`src/rtl/cordic_req_arbiter.sv`:
```
// Round-robin front end that shares one cordic_top among NUM_REQ requesters.
// Owner tags of in-flight operations are queued in issue order so each core
// result can be steered back to the requester that issued it.
module cordic_req_arbiter #(
   parameter int unsigned NUM_REQ         = 4,
   parameter int unsigned TOTAL_WIDTH     = 49,
   parameter int unsigned MAX_OUTSTANDING = 4
) (
   input  logic                             i_clk,
   input  logic                             i_rst_n,
   input  logic [NUM_REQ-1:0]               i_req_vld,
   input  logic [NUM_REQ*TOTAL_WIDTH-1:0]   i_req_data,
   output logic [NUM_REQ-1:0]               o_req_rdy,
   output logic                             o_core_vld,
   output logic [TOTAL_WIDTH-1:0]           o_core_data,
   input  logic                             i_core_vld,
   input  logic [TOTAL_WIDTH-1:0]           i_core_data,
   output logic [NUM_REQ-1:0]               o_rsp_vld,
   output logic [TOTAL_WIDTH-1:0]           o_rsp_data,
   output logic [$clog2(MAX_OUTSTANDING):0] o_inflight,
   output logic                             o_err
);

   localparam int unsigned TAG_W = (NUM_REQ > 2) ? $clog2(NUM_REQ) : 1;
   localparam int unsigned PTR_W = $clog2(MAX_OUTSTANDING);
   localparam int unsigned CNT_W = PTR_W + 1;
   localparam logic [CNT_W-1:0] MAX_CNT  = CNT_W'(MAX_OUTSTANDING);
   localparam logic [TAG_W-1:0] LAST_REQ = TAG_W'(NUM_REQ - 1);

   // Tag FIFO: owner of every operation currently inside the core
   logic [TAG_W-1:0]       r_tag_fifo [MAX_OUTSTANDING];
   logic [PTR_W-1:0]       r_wr_ptr;
   logic [PTR_W-1:0]       r_rd_ptr;
   logic [CNT_W-1:0]       r_inflight;

   logic [TAG_W-1:0]       r_rr_ptr;
   logic                   r_core_vld;
   logic [TOTAL_WIDTH-1:0] r_core_data;
   logic [NUM_REQ-1:0]     r_rsp_vld;
   logic [TOTAL_WIDTH-1:0] r_rsp_data;
   logic                   r_err;

   logic                   w_empty;
   logic                   w_pop;
   logic                   w_spurious;
   logic                   w_can_issue;
   logic                   w_found;
   logic [TAG_W-1:0]       w_winner;
   logic [TOTAL_WIDTH-1:0] w_win_data;
   logic                   w_push;
   logic [NUM_REQ-1:0]     w_rdy;
   logic [TAG_W-1:0]       w_pop_tag;

   // Inflight count doubles as FIFO occupancy, so empty is simply zero in flight
   assign w_empty     = (r_inflight == '0);
   assign w_pop       = i_core_vld && !w_empty;
   assign w_spurious  = i_core_vld && w_empty;
   // A pop in this cycle frees the slot the new push will take
   assign w_can_issue = (r_inflight < MAX_CNT) || w_pop;
   assign w_pop_tag   = r_tag_fifo[r_rd_ptr];

   // Round-robin pick: first requester at or above rr_ptr, then wrap from 0
   always_comb begin
      w_found    = 1'b0;
      w_winner   = '0;
      w_win_data = '0;
      for (int j = 0; j < NUM_REQ; j++) begin
         if (!w_found && i_req_vld[j] && (TAG_W'(j) >= r_rr_ptr)) begin
            w_found    = 1'b1;
            w_winner   = TAG_W'(j);
            w_win_data = i_req_data[j*TOTAL_WIDTH +: TOTAL_WIDTH];
         end
      end
      for (int j = 0; j < NUM_REQ; j++) begin
         if (!w_found && i_req_vld[j]) begin
            w_found    = 1'b1;
            w_winner   = TAG_W'(j);
            w_win_data = i_req_data[j*TOTAL_WIDTH +: TOTAL_WIDTH];
         end
      end
   end

   // Grant the winner whenever a credit is available
   always_comb begin
      w_rdy = '0;
      if (w_found && w_can_issue) begin
         w_rdy = NUM_REQ'(1) << w_winner;
      end
   end

   assign w_push    = w_found && w_can_issue;
   assign o_req_rdy = w_rdy;

   // Tag storage; contents are meaningless while the pointers say empty
   always_ff @(posedge i_clk) begin
      if (w_push) begin
         r_tag_fifo[r_wr_ptr] <= w_winner;
      end
   end

   // FIFO pointers and inflight count
   always_ff @(posedge i_clk or negedge i_rst_n) begin
      if (!i_rst_n) begin
         r_wr_ptr   <= '0;
         r_rd_ptr   <= '0;
         r_inflight <= '0;
      end else begin
         if (w_push) begin
            r_wr_ptr <= r_wr_ptr + 1'b1;
         end
         if (w_pop) begin
            r_rd_ptr <= r_rd_ptr + 1'b1;
         end
         if (w_push && !w_pop) begin
            r_inflight <= r_inflight + 1'b1;
         end else if (w_pop && !w_push) begin
            r_inflight <= r_inflight - 1'b1;
         end
      end
   end

   // Issue path: registered request to the core and round-robin advance
   always_ff @(posedge i_clk or negedge i_rst_n) begin
      if (!i_rst_n) begin
         r_core_vld  <= 1'b0;
         r_core_data <= '0;
         r_rr_ptr    <= '0;
      end else begin
         r_core_vld <= w_push;
         if (w_push) begin
            r_core_data <= w_win_data;
            r_rr_ptr    <= (w_winner == LAST_REQ) ? '0 : w_winner + 1'b1;
         end
      end
   end

   // Return path: steer core result to its owner; flag results with no owner
   always_ff @(posedge i_clk or negedge i_rst_n) begin
      if (!i_rst_n) begin
         r_rsp_vld  <= '0;
         r_rsp_data <= '0;
         r_err      <= 1'b0;
      end else begin
         r_rsp_vld <= w_pop ? (NUM_REQ'(1) << w_pop_tag) : '0;
         if (w_pop) begin
            r_rsp_data <= i_core_data;
         end
         if (w_spurious) begin
            r_err <= 1'b1;
         end
      end
   end

   assign o_core_vld  = r_core_vld;
   assign o_core_data = r_core_data;
   assign o_rsp_vld   = r_rsp_vld;
   assign o_rsp_data  = r_rsp_data;
   assign o_inflight  = r_inflight;
   assign o_err       = r_err;

endmodule

```
`config.mk`:
```
export PLATFORM = sky130hd
export DESIGN_NAME = cordic_req_arbiter
export DESIGN_NICKNAME = d
export VERILOG_FILES = /design/src/rtl/cordic_req_arbiter.sv
export SDC_FILE = /design/constraint.sdc
export NUM_CORES = 1
export LEC_CHECK = 0
export ABC_AREA = 1
export CAP_MARGIN = 30
export CORE_AREA = 2 2 140 142
export CTS_BUF_LIST = sky130_fd_sc_hd__clkbuf_8 sky130_fd_sc_hd__clkbuf_16
export CTS_CLUSTER_SIZE = 10
export DETAILED_ROUTE_END_ITERATION = 10
export DIE_AREA = 0 0 142 144
export DONT_BUFFER_PORTS = 1
export PLACE_DENSITY_LB_ADDON = 0.25
export SETUP_SLACK_MARGIN = 0.3
export SYNTH_ARGS = -nofsm -noshare
export SYNTH_HDL_FRONTEND = slang
export SYNTH_SLANG_ARGS = --single-unit
```
`constraint.sdc`:
```
create_clock -name i_clk -period 3.3 [get_ports i_clk]
set_clock_uncertainty 0.15 [all_clocks]
set_input_delay 0.33 -clock i_clk [delete_from_list [all_inputs] [get_ports i_clk]]
set_output_delay 0.33 -clock i_clk [all_outputs]
set_load 0.05 [all_outputs]
```
==> flow_summary.toml <==
[layout]
diodes = 0
nets = 1586
nFillCells = 1890
multiInputGateArea_um2 = 4180
area_delta_synth_final_pct = 19.03
post-route-util_pct = 49.87
layout-drive-gt1-share_pct = 5.834
regArea_um2 = 3068

[route]
drc = 0
wl_per_cell_um = 17.69
ant_nets = 0
routed-via-count = 8305
routed_wl_mm = 27.87
viasPerCell = 5.273
drtIter0Drc = 396
drtPass1Iterations = 5

[outcome]
status = "complete, but fails checks"
violations = "hold timing"

[setup_path]
reg2regPathDepth = 11
crit_arrival_ps = 2360
worstSetupStartpointType = "flop"
path_class = "reg -> out"
cp.required_ps = 2820
critPathCaptureType = "output port"
critPathMaxFanout = 7

[placed_design]
gp_congestion = 0.9315
io_buffer_count = 0
dpl.hpwl_mm = 18.17

[grt]
antenna_found_initial = 0
grt.total_usage_pct = 26.65
grt_pass1_wl_mm = 42.29
grt-ovfl-total = 0
grt_max_degree = 114
grt_pass1_vias = 7964

[yosys]
synth_area_um2 = 7994
syn_area_per_cell_um2 = 6.226
synth_fp_nets = 1546
yosysUniqueCellTypes = 29
synth_seq_area_share_pct = 38.38
yosys_register_bits = 121
synthCells = 1284
yosysWarnings = 0

[die]
start_util_pct = 41.90
die_w_um = 142
dieArea_um2 = 20450
die_y_um = 144
rows = 51
coreArea_um2 = 19080
io_pins = 363

[sta]
finalSetupViolCount = 0
maxSlewViolCount = 0
layout_min_cycle_time_ps = 2840
period_share_pct = 86.05
slew_headroom_pct = 56.95
finalSetupTns_ps = 0
finalHoldViolCount = 113
holdWs_ps = -543.1
rsz0062_at_grt = "no"
worst_slew_pin_slew_ps = 645.8
fmax_ghz = 0.3522

[cts]
cts_root_buf = "clkbuf_16"
clkTransAtPathRegs_ps = 60
cts_tree = "done"
clockBufferDepth = 2
numCtsBuffers = 17
clock_latency_ps = 410
htreeDepth = 4
cts_sinks = 121
hold_buffers = 70

[job]
maxCapViolations = 0

[power]
p_leak_nw = 5.103
pwr_density_cell_nw_per_um2 = 979.1
p_total_mw = 9.316
irDropWorstVdd_uv = 354.0

[worst_hold_path]
hp-class = "in -> async"
flip-flops by register name, indices dropped and copies added, names as in the netlist:
register	cells
o_rsp_vld	4
o_rsp_data	49
o_core_data	49
o_inflight	3
r_rr_ptr	2
r_rd_ptr	2
o_err	1
r_tag_fifo	8
o_core_vld	1
r_wr_ptr	2
stage by stage:
step	instance area, µm²	instances	hold WS [ps]	setup slack, ps
CTS	9475	1574	-570.3	303.0
global route	9515	1575	-571.3	284.8
detailed placement	8185	1472	-113.0	640.2
finish	9515	1575	-543.1	460.3
floorplan	7994	1284	-115.6	467.3
global placement	8185	1472	-112.6	733.8
cell usage in the layout, fill, tap and decap left out, drive strengths merged:
| cell type | n |
|---|---|
| xnor2 | 1 |
| nand3 | 145 |
| mux2 | 1 |
| fa | 1 |
| dfrtp | 113 |
| inv | 135 |
| a21oi | 2 |
| nor2 | 251 |
| clkinvlp | 2 |
| clkinv | 6 |
| ha | 9 |
| clkbuf | 17 |
| bufinv | 1 |
| nand2 | 481 |
| edfxtp | 8 |
| xor2 | 3 |
| nor3 | 2 |
| a32oi | 1 |
| dlygate4sd3 | 70 |
| buf | 24 |
| nand4 | 59 |
| o21ai | 4 |
| o21bai | 1 |
worst max-delay path: stages, from the launching register on:
cell and delay [ps]:
dfrtp_1 410, inv_1 100, nand2_2 90, nand2_2 150
nor2_4 60, nand2_2 100, nor3_2 40, buf_4 160
inv_1 90, nand3_4 120, inv_1 110, ha_1 140
inv_1 40, nor2_1 150, buf_6 190
report_power, final:
| part | switching, mW | internal (mW) |
|---|---|---|
| clock network | 0.779 | 1.07 |
| logic | 1.90 | 1.00 |
| registers | 2.46 | 2.11 |
cell usage after synthesis:
cell | count | area, µm²
o21bai_1 | 1 | 7.510
nor3_2 | 2 | 20.02
nand2_2 | 4 | 25.02
edfxtp_1 | 8 | 240.2
clkbuf_1 | 51 | 191.4
buf_2 | 19 | 95.09
a21oi_1 | 2 | 10.01
clkinv_1 | 2 | 7.510
nand3_1 | 143 | 715.7
nor2_1 | 249 | 934.7
buf_6 | 1 | 11.26
nor2_4 | 2 | 22.52
dfrtp_1 | 113 | 2828
xnor2_1 | 1 | 8.760
nand2_4 | 1 | 11.26
a32oi_1 | 1 | 8.760
inv_1 | 123 | 461.7
xor2_1 | 3 | 26.28
o21ai_1 | 2 | 10.01
mux2_2 | 1 | 11.26
buf_1 | 2 | 7.510
ha_1 | 9 | 112.6
inv_2 | 4 | 15.01
fa_1 | 1 | 20.02
nand4_1 | 58 | 362.9
nand4_2 | 1 | 12.51
nand2_1 | 476 | 1787
o21ai_0 | 2 | 10.01
nand3_2 | 2 | 20.02
cells by family after synthesis:
| logic type | synth area share [%] |
|---|---|
| xor gates and xnor gates | 0.4383 |
| AOI/OAI and AO/OA | 0.5792 |
| adders and majority gates | 1.659 |
| DFF | 38.38 |
| muxes | 0.1409 |
| buffers and inverters | 9.876 |
| and+or+nand+nor | 48.93 |
routing by layer:
metal,up-vias,global-route usage (%),share of wire [%]
li1,4057,-,-
met4,0,10.26,2.1
met1,3798,31.39,39
met5,-,0,0
met2,406,44.95,48
met3,44,9.139,11
worst paths after layout:
kind	slack (ps)	from	to
setup / recovery	460	r_rr_ptr[1]	o_req_rdy[0]
hold / removal	-540	i_rst_n	o_rsp_data[15]
setup reg to reg	720	r_rr_ptr[1]	o_inflight[1]
hold reg to reg	350	r_rd_ptr[1]	r_rd_ptr[1]
max in group asynchronous	3360	i_rst_n	o_core_data[34]
min in group i_clk	20	i_req_data[57]	o_core_data[8]
layout make-up:
| cell class | count | share of cell area, % |
|---|---|---|
| Sequential cell | 121 | 32.24 |
| Inverter | 129 | 5.089 |
| Multi-Input combinational cell | 961 | 43.93 |
| Clock inverter | 15 | 1.670 |
| Timing Repair Buffer | 94 | 9.467 |
| Tap cell | 238 | 3.130 |
| Clock buffer | 17 | 4.471 |
repair_timing:
| action | in CTS | in global routing |
|---|---|---|
| endpoints found under the hold margin | 183 | 113 |
| setup endpoints to repair | 4 | 4 |
| gates resized for setup | 1 | 7 |
| setup buffers | 0 | 1 |
| cloned | 0 | 0 |
No activity file was read; power rests on OpenSTA's default activity.
